[src/rtl/bwt_mem_req_queue_if.sv]
// Memory read-request port of the backward occurrence request queue.
// The queue side (master) drives valid/addr/tag; the memory side (slave) drives ready.
interface bwt_mem_req_queue_if #(
   parameter int RN_W = 6
);
   logic            mem_req_valid;
   logic            mem_req_ready;
   logic [41:0]     mem_req_addr;
   logic [RN_W:0]   mem_req_tag;

   modport master (
      output mem_req_valid,
      output mem_req_addr,
      output mem_req_tag,
      input  mem_req_ready
   );

   modport slave (
      input  mem_req_valid,
      input  mem_req_addr,
      input  mem_req_tag,
      output mem_req_ready
   );
endinterface

[src/rtl/bwt_mem_req_queue.sv]
// Buffers backward occurrence requests {read_num, addr_k, addr_l} and serialises
// each into a tagged k read followed by an l read; raises the pipeline stall near full.
module bwt_mem_req_queue #(
   parameter int DEPTH        = 16,
   parameter int PTR_W        = 4,
   parameter int STALL_MARGIN = 2,
   parameter int RN_W         = 6
) (
   input  logic                 clk,
   input  logic                 rst,
   input  logic                 request_valid,
   input  logic [RN_W-1:0]      read_num,
   input  logic [41:0]          addr_k,
   input  logic [41:0]          addr_l,
   output logic                 stall,
   bwt_mem_req_queue_if.master  mem,
   output logic [PTR_W:0]       occupancy,
   output logic                 overflow_err
);

   localparam logic [1:0] IDLE   = 2'd0;
   localparam logic [1:0] SEND_K = 2'd1;
   localparam logic [1:0] SEND_L = 2'd2;

   localparam logic [PTR_W:0]   DEPTH_V  = (PTR_W+1)'(DEPTH);
   localparam logic [PTR_W:0]   MARGIN_V = (PTR_W+1)'(STALL_MARGIN);
   localparam logic [PTR_W:0]   OCC_ONE  = (PTR_W+1)'(1);
   localparam logic [PTR_W-1:0] PTR_ONE  = PTR_W'(1);

   logic [RN_W-1:0]  ram_rn [DEPTH];
   logic [41:0]      ram_k  [DEPTH];
   logic [41:0]      ram_l  [DEPTH];

   logic [PTR_W-1:0] wr_ptr;
   logic [PTR_W-1:0] rd_ptr;
   logic [1:0]       state;
   logic [1:0]       state_next;
   logic             full;
   logic             push;
   logic             drop;
   logic             pop;
   logic [PTR_W:0]   occ_next;
   logic [PTR_W:0]   free_next;

   assign full = (occupancy == DEPTH_V);
   // A request seen while stalled is simply not taken; upstream re-presents it.
   assign push = request_valid && !stall && !full;
   assign drop = request_valid && !stall && full;
   assign pop  = (state == SEND_L) && mem.mem_req_ready;

   always_comb begin
      occ_next = occupancy;
      case ({push, pop})
         2'b10:   occ_next = occupancy + OCC_ONE;
         2'b01:   occ_next = occupancy - OCC_ONE;
         default: occ_next = occupancy;
      endcase
   end

   assign free_next = DEPTH_V - occ_next;

   always_comb begin
      state_next = state;
      case (state)
         IDLE:    if (occupancy != '0) state_next = SEND_K;
         SEND_K:  if (mem.mem_req_ready) state_next = SEND_L;
         SEND_L:  if (mem.mem_req_ready) state_next = (occ_next != '0) ? SEND_K : IDLE;
         default: state_next = IDLE;
      endcase
   end

   always_ff @(posedge clk or negedge rst) begin
      if (!rst) begin
         state        <= IDLE;
         wr_ptr       <= '0;
         rd_ptr       <= '0;
         occupancy    <= '0;
         stall        <= 1'b0;
         overflow_err <= 1'b0;
      end else begin
         state     <= state_next;
         occupancy <= occ_next;
         stall     <= (free_next <= MARGIN_V);
         if (push) wr_ptr <= wr_ptr + PTR_ONE;
         if (pop)  rd_ptr <= rd_ptr + PTR_ONE;
         if (drop) overflow_err <= 1'b1;
      end
   end

   // Entry storage carries no reset; only the pointers define what is valid.
   always_ff @(posedge clk) begin
      if (push) begin
         ram_rn[wr_ptr] <= read_num;
         ram_k[wr_ptr]  <= addr_k;
         ram_l[wr_ptr]  <= addr_l;
      end
   end

   always_comb begin
      mem.mem_req_valid = 1'b0;
      mem.mem_req_addr  = '0;
      mem.mem_req_tag   = '0;
      case (state)
         SEND_K: begin
            mem.mem_req_valid = 1'b1;
            mem.mem_req_addr  = ram_k[rd_ptr];
            mem.mem_req_tag   = {ram_rn[rd_ptr], 1'b0};
         end
         SEND_L: begin
            mem.mem_req_valid = 1'b1;
            mem.mem_req_addr  = ram_l[rd_ptr];
            mem.mem_req_tag   = {ram_rn[rd_ptr], 1'b1};
         end
         default: begin
            mem.mem_req_valid = 1'b0;
         end
      endcase
   end

endmodule

[src/flat_wrapper.sv]
// flat-port wrapper written by rule: the top's interface ports become plain ports
module bwt_mem_req_queue_flat 
#(
   parameter int DEPTH        = 16,
   parameter int PTR_W        = 4,
   parameter int STALL_MARGIN = 2,
   parameter int RN_W         = 6
)
  (clk, rst, request_valid, read_num, addr_k, addr_l, stall, occupancy, overflow_err, mem_mem_req_valid, mem_mem_req_addr, mem_mem_req_tag, mem_mem_req_ready);
  bwt_mem_req_queue_if #(.RN_W(RN_W)) mem_i ();
  input  logic clk;
  input  logic rst;
  input  logic request_valid;
  input  logic [RN_W-1:0] read_num;
  input  logic [41:0] addr_k;
  input  logic [41:0] addr_l;
  output logic stall;
  output logic [PTR_W:0] occupancy;
  output logic overflow_err;
  output wire logic [$bits(mem_i.mem_req_valid)-1:0] mem_mem_req_valid;
  output wire logic [$bits(mem_i.mem_req_addr)-1:0] mem_mem_req_addr;
  output wire logic [$bits(mem_i.mem_req_tag)-1:0] mem_mem_req_tag;
  input wire logic [$bits(mem_i.mem_req_ready)-1:0] mem_mem_req_ready;
  assign mem_mem_req_valid = mem_i.mem_req_valid;
  assign mem_mem_req_addr = mem_i.mem_req_addr;
  assign mem_mem_req_tag = mem_i.mem_req_tag;
  assign mem_i.mem_req_ready = mem_mem_req_ready;
  bwt_mem_req_queue #(.DEPTH(DEPTH), .PTR_W(PTR_W), .STALL_MARGIN(STALL_MARGIN), .RN_W(RN_W)) u_core (.clk(clk), .rst(rst), .request_valid(request_valid), .read_num(read_num), .addr_k(addr_k), .addr_l(addr_l), .stall(stall), .mem(mem_i), .occupancy(occupancy), .overflow_err(overflow_err));
endmodule
[config.mk]
export PLATFORM = sky130hd
export DESIGN_NAME = bwt_mem_req_queue_flat
export DESIGN_NICKNAME = d
export VERILOG_FILES = /design/src/rtl/bwt_mem_req_queue_if.sv /design/src/rtl/bwt_mem_req_queue.sv /design/src/flat_wrapper.sv
export SDC_FILE = /design/constraint.sdc
export NUM_CORES = 2
export LEC_CHECK = 0
export CAP_MARGIN = 0
export CORE_AREA = 2 2 356 358
export DETAILED_ROUTE_END_ITERATION = 10
export DIE_AREA = 0 0 358 360
export PLACE_DENSITY = 0.73
export SLEW_MARGIN = 20
export SYNTH_ARGS = -nofsm -noshare
export SYNTH_HDL_FRONTEND = slang
export SYNTH_SLANG_ARGS = --single-unit
[constraint.sdc]
create_clock -name clk -period 3.91 [get_ports clk]
set_clock_uncertainty 0.2 [all_clocks]
set_input_delay 0.391 -clock clk [delete_from_list [all_inputs] [get_ports clk]]
set_output_delay 0.391 -clock clk [all_outputs]
set_load 0.02 [all_outputs]
Yosys cells after proc, flatten, opt, wreduce, memory -nomap -nowiden
Memories as Yosys holds them, arrays and structs flattened.
Cells that the tools add are included.
{"block": "word_totals", "mem_count": 3, "register_bits": 17, "ram_bits": 1440}
{"block": "classes", "n_eq_ne": 8, "muxes": 11, "reduce_logical": 11, "add_sub_neg": 5, "order_cmp": 1}
{"name": "u_core.ram_k", "words": 16, "width": 42, "read_ports": 1, "rd_ports_with_merged_regs": 0, "write_ports": 1, "line": "bwt_mem_req_queue.sv:31", "text": "logic [41:0] ram_k [DEPTH];"}
{"name": "u_core.ram_l", "words": 16, "width": 42, "read_ports": 1, "rd_ports_with_merged_regs": 0, "write_ports": 1, "line": "bwt_mem_req_queue.sv:32", "text": "logic [41:0] ram_l [DEPTH];"}
{"name": "u_core.ram_rn", "words": 16, "width": 6, "read_ports": 1, "rd_ports_with_merged_regs": 0, "write_ports": 1, "line": "bwt_mem_req_queue.sv:30", "text": "logic [RN_W-1:0] ram_rn [DEPTH];"}
{"op": "case mux 42 bit (2 select lines)", "n": 1}
{"op": "case mux 7 bit (2 select lines)", "n": 1}
{"op": "case mux 5 bit (2 select lines)", "n": 1}
{"op": "nonzero test 5 bit", "n": 2}
{"op": "adder 4 x 1 -> 4 bit, second input constant", "n": 2}
{"op": "two-way mux 2 bit", "n": 3}
{"op": "case mux 2 bit (3 select lines)", "n": 1}
{"op": "adder 5 x 1 -> 5 bit, second input constant", "n": 1}
{"op": "equality test 5 bit, second input constant", "n": 1}
{"op": "<= comparator 5 x 2 -> 1 bit, second input constant", "n": 1}
{"op": "subtractor 5 x 1 -> 5 bit, second input constant", "n": 1}
{"op": "subtractor 5 bit, first input constant", "n": 1}
{"op": "equality test 2 x 1 -> 1 bit, second input constant", "n": 2}
{"op": "equality test 2 bit, second input constant", "n": 2}
{"op": "logical AND 1 bit", "n": 4}
{"op": "two-way mux 1 bit", "n": 4}
{"op": "inequality test 2 bit, second input constant", "n": 2}
{"op": "AND reduction 3 bit", "n": 1}
{"op": "logical NOT 1 bit", "n": 2}
{"op": "logical NOT 2 bit", "n": 1}
{"op": "inequality test 2 x 1 -> 1 bit, second input constant", "n": 1}
{"op": "OR reduction 2 bit", "n": 1}

Longest topological paths before layout
{"block": "depth", "ltp_word": 9, "mapped_depth": 18}

Worst setup path before layout
Ideal clock, no wire load.
{"block": "synth_timing", "path_kind": "register to register", "startpoint": "register u_core.occupancy[1]", "endpoint": "memory u_core.ram_k[10][0], enable pin", "arrival_time_ns": 3.664, "stages_incl_launch_ff": 7, "slack_ns": -0.413, "cell_sequence": "dfrtp_1 -> clkbuf_1 -> nor4_1 -> a21oi_2 -> inv_2 -> nor3b_1 -> and2_1"}
{"block": "synth_via", "elab_chain_cells": 5}
{"element": "start: declaration", "line": "bwt_mem_req_queue.sv:17", "text": "output logic [PTR_W:0] occupancy,"}
{"element": "start signal: assignment", "line": "bwt_mem_req_queue.sv:82", "text": "occupancy <= occ_next;"}
{"element": "equality test 5 bit", "line": "bwt_mem_req_queue.sv:45", "text": "assign full = (occupancy == DEPTH_V);"}
{"element": "logical NOT 1 bit", "line": "bwt_mem_req_queue.sv:47", "text": "assign push = request_valid && !stall && !full;"}
{"element": "logical AND 1 bit", "line": "bwt_mem_req_queue.sv:47"}
{"element": "two-way mux 1 bit", "line": "bwt_mem_req_queue.sv:92", "text": "if (push) begin"}
{"element": "two-way mux 1 bit (implied by the code)", "line": "bwt_mem_req_queue.sv:94", "text": "ram_k[wr_ptr] <= addr_k;"}
{"element": "end: declaration", "line": "bwt_mem_req_queue.sv:31"}
No other way between the ends.

Final worst setup path
{"block": "layout_timing", "startpoint": "register u_core.rd_ptr[0]", "endpoint": "output port mem_mem_req_addr[31]"}
{"block": "layout_via", "elab_chain_cells": 2, "word_cells_on_any_way": 3}
{"element": "start: declaration", "line": "bwt_mem_req_queue.sv:35", "text": "logic [PTR_W-1:0] rd_ptr;"}
{"element": "start signal: assignment", "line": "bwt_mem_req_queue.sv:85", "text": "if (pop) rd_ptr <= rd_ptr + PTR_ONE;"}
{"element": "memory read (16 x 42 bit) (on tied branches)"}
{"element": "case mux 42 bit (2 select lines) *", "line": "bwt_mem_req_queue.sv:103", "text": "case (state)"}
{"element": "end: declaration", "line": "flat_wrapper.sv:21", "text": "output wire logic [$bits(mem_i.mem_req_addr)-1:0] mem_mem_req_addr;"}
Every way passes the cells marked *; elsewhere a longest branch is shown, timed or not.

==> results.ini <==
[power]
power_density_mw_per_mm2=694.5
vdd_drop_max_mv=0.5009
p_leak_nw=20.57
finalPower_mw=45.33

[sta]
holdWs_ns=0.09425
timing.final.crit_share=0.9838
period_needed_ns=3.847
relSlewSlack=0.4541
final_max_slew_viol_count=0
setup_tns_ns=0
final-hold-violation-count=0
fin_ws_ns=0.06325
setup_violations=0
tightest_slew_ns=0.8163
rsz0062_at_grt=yes
fmax_mhz=260.0

[yosys]
synth_top_area_frac=0.7747
synth_xor_area_frac=0.001726
ys_top_cells_by_area=edfxtp_1, mux4_2, mux2i_1, dfrtp_1, o221ai_1
yosys.area_share.simple=0.006366
synth_compound_area_frac=0.01585
ys.warnings.count=0
synth_largest_area_cell=edfxtp_1
async_flop_share=0.01167
synth_area_sq_mm=0.05582
synthFlopType=edfxtp_1
yosys-mux-area-fraction=0.1786
synth_edf_count=1440
syn_nets=2433
synth_cells=2322
ys_seq_area_frac=0.7823
synth_cell_type_count=49
syn_area_per_cell_sq_um=24.04
yosys.area_share.adder=0.003811
synth_top_family_by_area=multiplexers
yosys_register_bits=1457

[floorplanning]
die_h_um=360
start_util=0.4468
die_w_um=358
coreArea_sq_mm=0.1249
row_count=130
dieArea_sq_mm=0.1289
io_pins=151

[global_route]
grt_pass1_wl_mm=186.8
grt_pass1_vias=26950
grt_overflow=0
grt.total_usage=0.1999
grt_max_degree=62
antenna_found_initial=20

[placed_design]
postPlaceCellArea_sq_mm=0.06049
gp_congestion=0.7691
port-buffer-count=150
hpwl_mm=69.87
dp_slack_ns=-0.05807
dp.cells=4108

[setup_path]
crit_chain=buf_12, buf_16, mux4_2, mux2i_1, o22a_1, o221ai_1, dlygate4sd2_1
cp-start-kind=register
crit_buf_inv=3
worstSetupEndpointType=output port
cpMaxStageDelayCell=mux4_2
critPathMaxFanout=16
cp_top_family=buffers and inverters
cp.arrival_ns=3.26
cpPeakStageDelay_ns=0.52
crit_type=reg2out
required_ns=3.32

[clock_tree]
h-tree-depth=4
path_clk_slew_ns=0.06
cts.path.max_buffers=3
cts_tree=yes
clock_latency_ns=0.73
cts.sinks=1457
cts_made_buffers=138
cts_root_buf=clkbuf_16

[final_layout]
area_growth_pct=16.95
postLayoutCellArea_sq_mm=0.06528
fillCellCount=9205
nets=2736
drive_gt1_frac=0.2669
multiInputGateArea_sq_mm=0.01163
regArea_sq_mm=0.04368
final_cells=4386
utilization=0.5225

[run_status]
status=finished clean

[drt]
dr.pass1.iters=6
drc=0
drt_iter0_drc=2941
ant_nets=0
vias=26250
totalWireLength_mm=128.9
detail_route.wl_per_cell_um=29.38
vias_per_cell=5.986

[flow_run]
maxCapViolations=0

[worst_hold_path]
hp-class=in2reg

## routing by layer
metal,wire length [um],track usage,vias to the layer above
met2,65110,0.3322,1303
li1,-,-,10640
met1,50590,0.2742,14100
met4,2681,0.04890,10
met5,63,0,-
met3,10410,0.03741,199
## cell usage after synthesis (10+ instances only)
| library cell | count |
|---|---|
| and2_1 | 17 |
| buf_1 | 19 |
| buf_2 | 34 |
| buf_4 | 14 |
| clkbuf_1 | 52 |
| dfrtp_1 | 17 |
| edfxtp_1 | 1440 |
| ha_1 | 17 |
| inv_1 | 10 |
| mux2i_1 | 169 |
| mux4_2 | 366 |
| o221ai_1 | 43 |
| o22a_1 | 42 |
## sequential cells by signal, summed over array words and instances (netlist names)
signal               flops
u_core.overflow_err      1
u_core.occupancy         5
u_core.wr_ptr            4
u_core.state             2
u_core.rd_ptr            4
u_core.ram_l           672
u_core.stall             1
u_core.ram_rn           96
u_core.ram_k           672
## worst min-delay path: cells and delay by family
family | cells | cell delay, ns
and+or+nand+nor | 1 | 0.12
buffers and inverters | 1 | 0.40
AOI/OAI and AO/OA | 1 | 0.07
## placed cells by master (no fill, tap or decap), types with 3 or more instances in the layout
cell | netlist | final
inv_1 | 10 | 10
buf_12 | 0 | 56
xnor2_1 | 8 | 8
and2_4 | 0 | 16
buf_6 | 4 | 5
clkbuf_16 | 0 | 146
xor2_1 | 3 | 3
clkinv_8 | 0 | 5
mux4_2 | 366 | 366
dfrtp_4 | 0 | 4
clkbuf_1 | 52 | 36
clkdlybuf4s15_1 | 0 | 7
nand2_1 | 9 | 9
o221ai_1 | 43 | 40
buf_4 | 14 | 55
o22a_1 | 42 | 33
clkdlybuf4s50_1 | 0 | 102
dfrtp_1 | 17 | 13
nand3b_1 | 3 | 3
nor2_1 | 4 | 4
clkinv_2 | 0 | 17
o221ai_2 | 0 | 3
dlygate4sd2_1 | 0 | 38
o22a_2 | 0 | 9
diode_2 | 0 | 5
clkinv_4 | 0 | 4
mux2i_1 | 169 | 169
ha_1 | 17 | 17
clkinv_1 | 0 | 28
buf_16 | 0 | 12
edfxtp_1 | 1440 | 1440
a21oi_1 | 4 | 4
bufinv_16 | 0 | 6
nor2b_1 | 9 | 9
inv_6 | 0 | 3
## cell type report
cell class                 instances  area share
sequential                      1457      0.6692
multi-input combinational        730      0.1781
clock buffer                     178     0.05651
timing repair buffer             286     0.05432
tap                             1650     0.03163
clock inverter                    68    0.009316
inverter                          12   0.0006901
antenna                            5   0.0001917
## report_power, final
group	switching [mW]	internal, mW
combinational	7.01	6.58
clock	5.58	7.11
sequential	0.413	18.7
## timing repair
| item | CTS | global route |
|---|---|---|
| setup endpoints to repair | 48 | 28 |
| gates cloned | 4 | 3 |
| hold endpoints to repair | 17 | 0 |
| setup buffers | 11 | 8 |
| gates resized for setup | 63 | 35 |
| hold buffers | 1 | 0 |
## cell families (layout without fill, tap and decap cells)
group / Yosys count / after routing
DFF: 1457 / 1457
buffers and inverters: 135 / 544
adders and majority gates: 17 / 17
muxes: 538 / 538
AOI/OAI and AO/OA: 105 / 105
other: 0 / 5
and+or+nand+nor: 59 / 59
xor gates and xnor gates: 11 / 11
## path summary, 6_finish.rpt
path | from | to | slack [ns] | cells past startpoint
worst min register to register | u_core.overflow_err$_DFFE_PN0P_ | u_core.overflow_err$_DFFE_PN0P_ | 0.27 | 1
worst max register to register | u_core.occupancy[0]$_DFF_PN0_ | u_core.stall$_DFF_PN0_ | 0.13 | 16
min in group asynchronous | rst | u_core.occupancy[0]$_DFF_PN0_ | 0.48 | 2
max in group asynchronous | rst | u_core.rd_ptr[1]$_DFFE_PN0P_ | 2.43 | 2
worst max-delay path | u_core.rd_ptr[0]$_DFFE_PN0P_ | mem_mem_req_addr[31] | 0.06 | 7
worst min-delay path | request_valid | u_core.overflow_err$_DFFE_PN0P_ | 0.09 | 3
(Power assumes the default switching activity.)
